**config.mk**
```make
export PLATFORM = sky130hd
export DESIGN_NAME = mem_stream_reader
export DESIGN_NICKNAME = d
export VERILOG_FILES = /design/src/rtl/mem_stream_reader.sv
export SDC_FILE = /design/constraint.sdc
export NUM_CORES = 1
export LEC_CHECK = 0
export CORE_MARGIN = 4
export CORE_UTILIZATION = 36
export CTS_BUF_LIST = sky130_fd_sc_hd__clkbuf_2 sky130_fd_sc_hd__clkbuf_4 sky130_fd_sc_hd__clkbuf_8
export CTS_CLUSTER_SIZE = 28
export DETAILED_ROUTE_END_ITERATION = 6
export PLACE_DENSITY = 0.6
export SYNTH_ARGS = -nofsm -noshare
export SYNTH_HDL_FRONTEND = slang
export SYNTH_SLANG_ARGS = --single-unit
```
**constraint.sdc**
```tcl
create_clock -name clk -period 3.7 [get_ports clk]
set_input_delay 0.74 -clock clk [delete_from_list [all_inputs] [get_ports clk]]
set_output_delay 0.74 -clock clk [all_outputs]
set_load 0.05 [all_outputs]
```
**src/rtl/mem_stream_reader.sv**
```systemverilog
// mem_stream_reader
// Reads a burst of consecutive words from a synchronous-read memory port and
// presents them as a valid/ready stream. A two-entry output buffer absorbs
// the one-cycle memory latency, so reads are throttled only when the buffer
// and the read in flight would otherwise exceed two words.
//
// state | meaning
// ------+-------------------------------------------------------------
// IDLE  | waiting for start; base_addr/length captured on acceptance
// READ  | issuing memory reads while words remain and buffer has room
// DRAIN | all reads issued; waiting for the tagged last word to leave
// DONE  | one-cycle completion pulse, then back to IDLE

module mem_stream_reader #(
    parameter int DATA_WIDTH = 16,
    parameter int ADDR_WIDTH = 5,
    parameter int MEM_SIZE   = 32
) (
    input  logic                  clk,
    input  logic                  rst,
    input  logic                  start,
    input  logic [ADDR_WIDTH-1:0] base_addr,
    input  logic [ADDR_WIDTH:0]   length,
    output logic                  busy,
    output logic                  done,
    output logic                  mem_read_en,
    output logic [ADDR_WIDTH-1:0] mem_read_address,
    input  logic [DATA_WIDTH-1:0] mem_data_out,
    output logic [DATA_WIDTH-1:0] m_data,
    output logic                  m_valid,
    input  logic                  m_ready,
    output logic                  m_last
);

    typedef enum logic [1:0] {
        IDLE  = 2'd0,
        READ  = 2'd1,
        DRAIN = 2'd2,
        DONE  = 2'd3
    } state_t;

    // Largest meaningful burst; longer requests would only revisit addresses.
    localparam logic [ADDR_WIDTH:0] LEN_MAX = (ADDR_WIDTH+1)'(MEM_SIZE);
    localparam logic [ADDR_WIDTH:0] LEN_ONE = (ADDR_WIDTH+1)'(1);
    localparam logic [ADDR_WIDTH:0] LEN_ZERO = '0;

    state_t                  state;
    logic [ADDR_WIDTH:0]     rem;
    logic [ADDR_WIDTH-1:0]   rd_addr;
    logic [ADDR_WIDTH:0]     len_eff;

    logic                    pend;
    logic                    pend_last;

    logic [1:0]              occ;
    logic [DATA_WIDTH-1:0]   slot0_data;
    logic [DATA_WIDTH-1:0]   slot1_data;
    logic                    slot0_last;
    logic                    slot1_last;

    logic                    push;
    logic                    pop;
    logic                    last_read;
    logic [2:0]              occ_proj;

    assign len_eff = (length > LEN_MAX) ? LEN_MAX : length;

    assign m_valid = (occ != 2'd0);
    assign m_data  = slot0_data;
    // slot0_last may be stale once the buffer empties, so qualify it.
    assign m_last  = m_valid && slot0_last;

    assign pop  = m_valid && m_ready;
    assign push = pend;

    // Words that will be held or in flight after this cycle if no read is
    // issued now; a new read is allowed only if that stays below two.
    assign occ_proj = {1'b0, occ} + {2'b00, pend} - {2'b00, pop};

    assign mem_read_en = !rst && (state == READ) && (rem != LEN_ZERO) &&
                         (occ_proj < 3'd2);
    assign last_read   = mem_read_en && (rem == LEN_ONE);

    assign mem_read_address = rd_addr;

    // Burst sequencing: capture request, count reads down, registered busy/done.
    always_ff @(posedge clk) begin
        if (rst) begin
            state   <= IDLE;
            busy    <= 1'b0;
            done    <= 1'b0;
            rem     <= '0;
            rd_addr <= '0;
        end else begin
            case (state)
                IDLE: begin
                    done <= 1'b0;
                    if (start) begin
                        rd_addr <= base_addr;
                        rem     <= len_eff;
                        busy    <= 1'b1;
                        if (len_eff == LEN_ZERO) begin
                            state <= DONE;
                            done  <= 1'b1;
                        end else begin
                            state <= READ;
                        end
                    end else begin
                        busy <= 1'b0;
                    end
                end
                READ: begin
                    if (mem_read_en) begin
                        rd_addr <= rd_addr + 1'b1;
                        rem     <= rem - 1'b1;
                        if (last_read) begin
                            state <= DRAIN;
                        end
                    end
                end
                DRAIN: begin
                    if (pop && slot0_last) begin
                        state <= DONE;
                        done  <= 1'b1;
                    end
                end
                DONE: begin
                    state <= IDLE;
                    busy  <= 1'b0;
                    done  <= 1'b0;
                end
                default: begin
                    state <= IDLE;
                    busy  <= 1'b0;
                    done  <= 1'b0;
                end
            endcase
        end
    end

    // Track the read in flight and whether it carries the last-word tag.
    always_ff @(posedge clk) begin
        if (rst) begin
            pend      <= 1'b0;
            pend_last <= 1'b0;
        end else begin
            pend      <= mem_read_en;
            pend_last <= last_read;
        end
    end

    // Two-entry output buffer; slot0 is always the head of the stream.
    always_ff @(posedge clk) begin
        if (rst) begin
            occ        <= 2'd0;
            slot0_data <= '0;
            slot1_data <= '0;
            slot0_last <= 1'b0;
            slot1_last <= 1'b0;
        end else begin
            case ({push, pop})
                2'b10: begin
                    if (occ == 2'd0) begin
                        slot0_data <= mem_data_out;
                        slot0_last <= pend_last;
                    end else begin
                        slot1_data <= mem_data_out;
                        slot1_last <= pend_last;
                    end
                    occ <= occ + 1'b1;
                end
                2'b01: begin
                    slot0_data <= slot1_data;
                    slot0_last <= slot1_last;
                    occ        <= occ - 1'b1;
                end
                2'b11: begin
                    if (occ == 2'd1) begin
                        slot0_data <= mem_data_out;
                        slot0_last <= pend_last;
                    end else begin
                        slot0_data <= slot1_data;
                        slot0_last <= slot1_last;
                        slot1_data <= mem_data_out;
                        slot1_last <= pend_last;
                    end
                end
                default: begin
                end
            endcase
        end
    end

endmodule

```
# After elaboration in Yosys (flattened, before gate mapping)

Cells that the tools add are included.

Register bits: 53
Bits of input ports: 31
Word-level logic and storage cells: 91

Add/subtract/negate cells: 6
Order comparisons: 2
Eq/ne operators: 15
Muxes and demuxes: 32
Reduce and logical (&&, ||, !) cells: 24

Operators by type and width:

| cell                                                  | number |
|---|---|
| 2-to-1 mux 16 bit                                     | 4 |
| one-hot mux 16 bit (3 select lines)                   | 1 |
| one-hot mux 16 bit (2 select lines)                   | 1 |
| 2-to-1 mux 6 bit                                      | 3 |
| != test 2 bit (second input constant)                 | 7 |
| one-hot mux 6 bit (2 select lines)                    | 1 |
| 2-to-1 mux 2 bit                                      | 5 |
| 2-to-1 mux 5 bit                                      | 2 |
| one-hot mux 5 bit (2 select lines)                    | 1 |
| nonzero test 2 bit                                    | 5 |
| equality test 2 bit (second input constant)           | 4 |
| 2-to-1 mux 1 bit                                      | 8 |
| one-hot mux 2 bit (4 select lines)                    | 1 |
| logical AND 1 bit                                     | 7 |
| equality test 2 x 1 -> 1 bit (second input constant)  | 3 |
| equality test 6 x 1 -> 1 bit (second input constant)  | 1 |
| greater-than comparator 6 bit (second input constant) | 1 |
| logical NOT 6 bit                                     | 1 |
| one-hot mux 1 bit (3 select lines)                    | 2 |
| AND reduction 3 bit                                   | 2 |
| nonzero test 3 bit                                    | 2 |
| nonzero test 6 bit                                    | 1 |
| subtractor 6 x 1 -> 6 bit (second input constant)     | 1 |
| adder 5 x 1 -> 5 bit (second input constant)          | 1 |
| 11 further kinds                                      | 14 |

# Longest topological paths before layout

Depth in word-level cells: 9
Mapped depth: 13

# Worst setup path before layout

No wires, ideal clock.

Path kind: register to output
From: register occ[1]
To: output port mem_read_en
Arrival time: 2.488 ns
Slack: 0.472 ns
Cell stages (with the launch flop): 11
Cell sequence: dfxtp_1 -> inv_1 -> ha_1 -> buf_4 -> nand2b_1 -> nor2_1 -> o21ai_0 -> fa_1 -> nand3b_1 -> a211o_2 -> inv_1

Longest elaborated chain between the ends: 5
Elaborated cells on any way between the ends: 6

Ends and longest elaborated chain:

| item                                                         | line | source |
|---|---|---|
| from (decl)                                                  | 55   | `logic [1:0] occ;` |
| from (signal assigned)                                       | 170  | `occ <= occ + 1'b1;` |
| from (signal assigned)                                       | 175  | `occ <= occ - 1'b1;` |
| branches (longest 2 deep; another with adder 2 x 1 -> 3 bit) | --   |  |
| subtractor 3 x 1 -> 3 bit *                                  | 78   | `assign occ_proj = {1'b0, occ} + {2'b00, pend} - {2'b00, pop};` |
| less-than comparator 3 x 2 -> 1 bit *                        | 81   | `(occ_proj < 3'd2);` |
| logical AND 1 bit *                                          | 80   | `assign mem_read_en = !rst && (state == READ) && (rem != LEN_ZERO) &&` |
| to (decl)                                                    | 26   | `output logic mem_read_en,` |

Mark *: on every way between the ends.

# Worst setup path after layout

From: input port m_ready
To: output port mem_read_en

Longest elaborated chain between the ends: 4

Ends and longest elaborated chain:

| item                                | line | source |
|---|---|---|
| from (decl)                         | 31   | `input logic m_ready,` |
| logical AND 1 bit                   | 73   | `assign pop = m_valid && m_ready;` |
| subtractor 3 x 1 -> 3 bit           | 78   |  |
| less-than comparator 3 x 2 -> 1 bit | 81   |  |
| logical AND 1 bit                   | 80   |  |

Every way passes these cells.

==> results.sh <==
export IMPL_die_width_um=94.3
export IMPL_routed_wirelength_mm=6.42
export IMPL_power_frac_clock_pct=10.6
export IMPL_cp_top_family="buffers and inverters"
export IMPL_fmax_ghz=0.281
export IMPL_grt_antenna_before_repair=0
export IMPL_synthArstFlopShare_pct=0
export IMPL_timing_final_crit_share_pct=96.0
export IMPL_io_pin_count=57
export IMPL_syn_to_final_growth_pct=28.8
export IMPL_grt_pass1_wl_mm=11.1
export IMPL_layout_nets=394
export IMPL_drt_pass1_iterations=4
export IMPL_final_hold_viol_count=0
export IMPL_die_h_um=94.3
export IMPL_die_area_um2=8890
export IMPL_diodes=0
export IMPL_drive_above_1_share_pct=9.14
export IMPL_wl_per_cell_um=14.3
export IMPL_drtIter0Drc=96
export IMPL_p_leak_nw=1.27
export IMPL_required_ns=2.96
export IMPL_synthTopCellsByArea="dfxtp_1, mux2i_1, ha_1, nor2_1, a221oi_1"
export IMPL_clk_pin_slew_ns=0.10
export IMPL_setup_viol=0
export IMPL_place_hpwl_mm=4.39
export IMPL_grt_total_usage_pct=15.4
export IMPL_outcome="finished, final reports clean"
export IMPL_grt_max_degree=55
export IMPL_period_minus_slack_ns=3.55
export IMPL_cts_tree="built"
export IMPL_drc=0
export IMPL_cts_htree_levels=2
export IMPL_intPower_mw=1.61
export IMPL_vdd_drop_max_uv=376
export IMPL_vias_per_cell=5.23
export IMPL_ys_flop_type="dfxtp_1"
export IMPL_synthTopCellsByCount="dfxtp_1, nor2_1, inv_1, nor3_1, mux2i_1"
export IMPL_critPathCaptureType="output port"
export IMPL_seq_power_share_pct=28.0
export IMPL_numCtsBuffers=5
export IMPL_globalRouteOverflowTotal=0
export IMPL_vias=2348
export IMPL_power_switching_mw=1.53
export IMPL_synth_area_per_cell_um2=9.12
export IMPL_yosysMostFrequentCell="dfxtp_1"
export IMPL_initial_core_util_pct=37.0
export IMPL_arrival_ns=2.81
export IMPL_crit_buf_inv=3
export IMPL_grt_setup_unrepaired="false"
export IMPL_synth_net_count=339
export IMPL_clk_latency_ns=0.31
export IMPL_cp_start_kind="input pin"
export IMPL_worstMarginPinSlew_ns=0.856
export IMPL_yosysTopAreaCellShare_pct=39.6
export IMPL_clockRootBuffer="clkbuf_8"
export IMPL_p_comb_share_pct=61.4
export IMPL_ant_nets=0
export IMPL_ys_types=52
export IMPL_crit_fanout=3
export IMPL_finalMaxSlewViolations=0
export IMPL_cts_path_max_buffers=2
export IMPL_numPortBuffers=56
export IMPL_cp_slowest_cell="fa_1"
export IMPL_fin_skew_ns=0.00562
export IMPL_syn_area_um2=2680
export IMPL_synth_yosys_seq_area_share_pct=39.6
export IMPL_max_slew_margin_pct=42.9
export IMPL_power_switching_fraction_pct=48.8
export IMPL_tns_ns=0
export IMPL_hp_class="flip-flop to flip-flop"
export IMPL_cp_cell_sequence="clkdlybuf4s50_1 -> nand2b_1 -> nor2_1 -> o21ai_0 -> fa_1 -> nand3b_1 -> a211o_2 -> inv_1 -> buf_12"
export IMPL_postCtsHoldBufs=0
export IMPL_cts_sinks=53
export IMPL_yosysWarnings=0
export IMPL_synth_seq_cells=53
export IMPL_total_power_mw=3.14
export IMPL_synth_edf_count=0
export IMPL_place_congestion=0.826
export IMPL_placementRows=31
export IMPL_grt_pass1_vias=2323
export IMPL_slowest_delay_ns=0.52
export IMPL_p_per_area_nw_per_um2=911
export IMPL_drv_cap=0
export IMPL_crit_type="input pin to output port"
export IMPL_core_um2=7250
export IMPL_syn_inst=294
export IMPL_synth_area_leader_cell="dfxtp_1"
==> final cells by class <==
cell class	instances	area [um2]
clock buffers	5	68.8
clock inverters	3	21.3
fillers	725	3800
inverters	20	75.1
multi-input cells	203	1460
flip-flops and latches	53	1060
well taps	99	124
repair buffers	66	641
==> registers in the layout, indices dropped and copies added, names as in the netlist, 2 cells and up <==
register          count
mem_read_address      5
state                 2
rem                   6
slot1_data           16
occ                   2
m_data               16
==> per-layer routing <==
layer | vias up | wire length [um] | global-route usage (%)
met2 | 50 | 2900 | 24.9
met4 | 0 | 90 | 4.69
met3 | 9 | 305 | 3.21
met5 | - | 0 | 0
met1 | 1109 | 3120 | 20.4
li1 | 1180 | - | -
==> per-stage QoR <==
step / setup slack, ns / util [%] / hold WS (ns) / cells / instance area (um2)
after floorplan: 0.472 / - / 0.461 / 294 / 2680
after global placement: 0.174 / 46.1 / 0.474 / 440 / 3340
after detailed placement: 0.135 / 46.1 / 0.479 / 440 / 3340
after CTS: 0.0338 / 47.3 / 0.498 / 448 / 3430
after global routing: 0.0178 / 47.6 / 0.517 / 449 / 3450
final: 0.147 / 47.6 / 0.493 / 449 / 3450
==> tightest hold or removal path, cell delays in order (launching register included) <==
cell and delay [ns]:
dfxtp_1 0.32, nor2_1 0.09, nor3_1 0.04
==> logic make-up after synthesis <==
family | share of synthesized area (%)
simple gates | 18.5
compound gates | 20.3
flops | 39.6
buf+inv | 6.40
mux | 7.10
fa+ha+maj | 6.82
xor+xnor | 1.31
==> worst paths after layout <==
path / from / endpoint / slack, ns / depth (start not counted)
min: m_data[9] / m_data[9] / 0.49 / 2
min reg2reg: m_data[9] / m_data[9] / 0.49 / 2
max reg2reg: occ[1] / rem[0] / 0.81 / 11
max: m_ready / mem_read_en / 0.15 / 9
==> power by group through the flow <==
stage                     Clock [mW]  Sequential (mW)  Combinational, mW
after global placement             0            0.889               1.89
after global routing           0.372            0.911               2.11
after detailed placement           0            0.893               1.91
after CTS                      0.350            0.881               1.92
after floorplan                    0             1.23               1.03
final                          0.334            0.878               1.93
==> timing repair <==
action | 4_1_cts | 5_1_grt
gates resized for setup | 0 | 2
buffers inserted | 0 | 1
endpoints found under the setup margin | 0 | 1
==> cells in the final DEF (no fill, tap or decap), drive strengths merged, types with 2 or more instances in the layout <==
cell type,Yosys,layout
a211oi,6,6
a21o,2,2
a21oi,15,15
a221oi,17,17
a311o,3,3
a311oi,5,5
a31oi,3,3
and3,3,3
buf,11,12
clkbuf,7,5
clkdlybuf4s50,0,54
dfxtp,53,53
ha,13,13
inv,20,21
mux2i,19,19
nand2,8,8
nand2b,5,5
nand3,4,4
nand3b,4,4
nor2,40,40
nor2b,3,3
nor3,20,20
nor3b,2,2
nor4,2,2
o21ai,3,3
o31ai,5,5
or2,2,2
xor2,3,3
No activity file was read; power rests on OpenSTA's default activity.
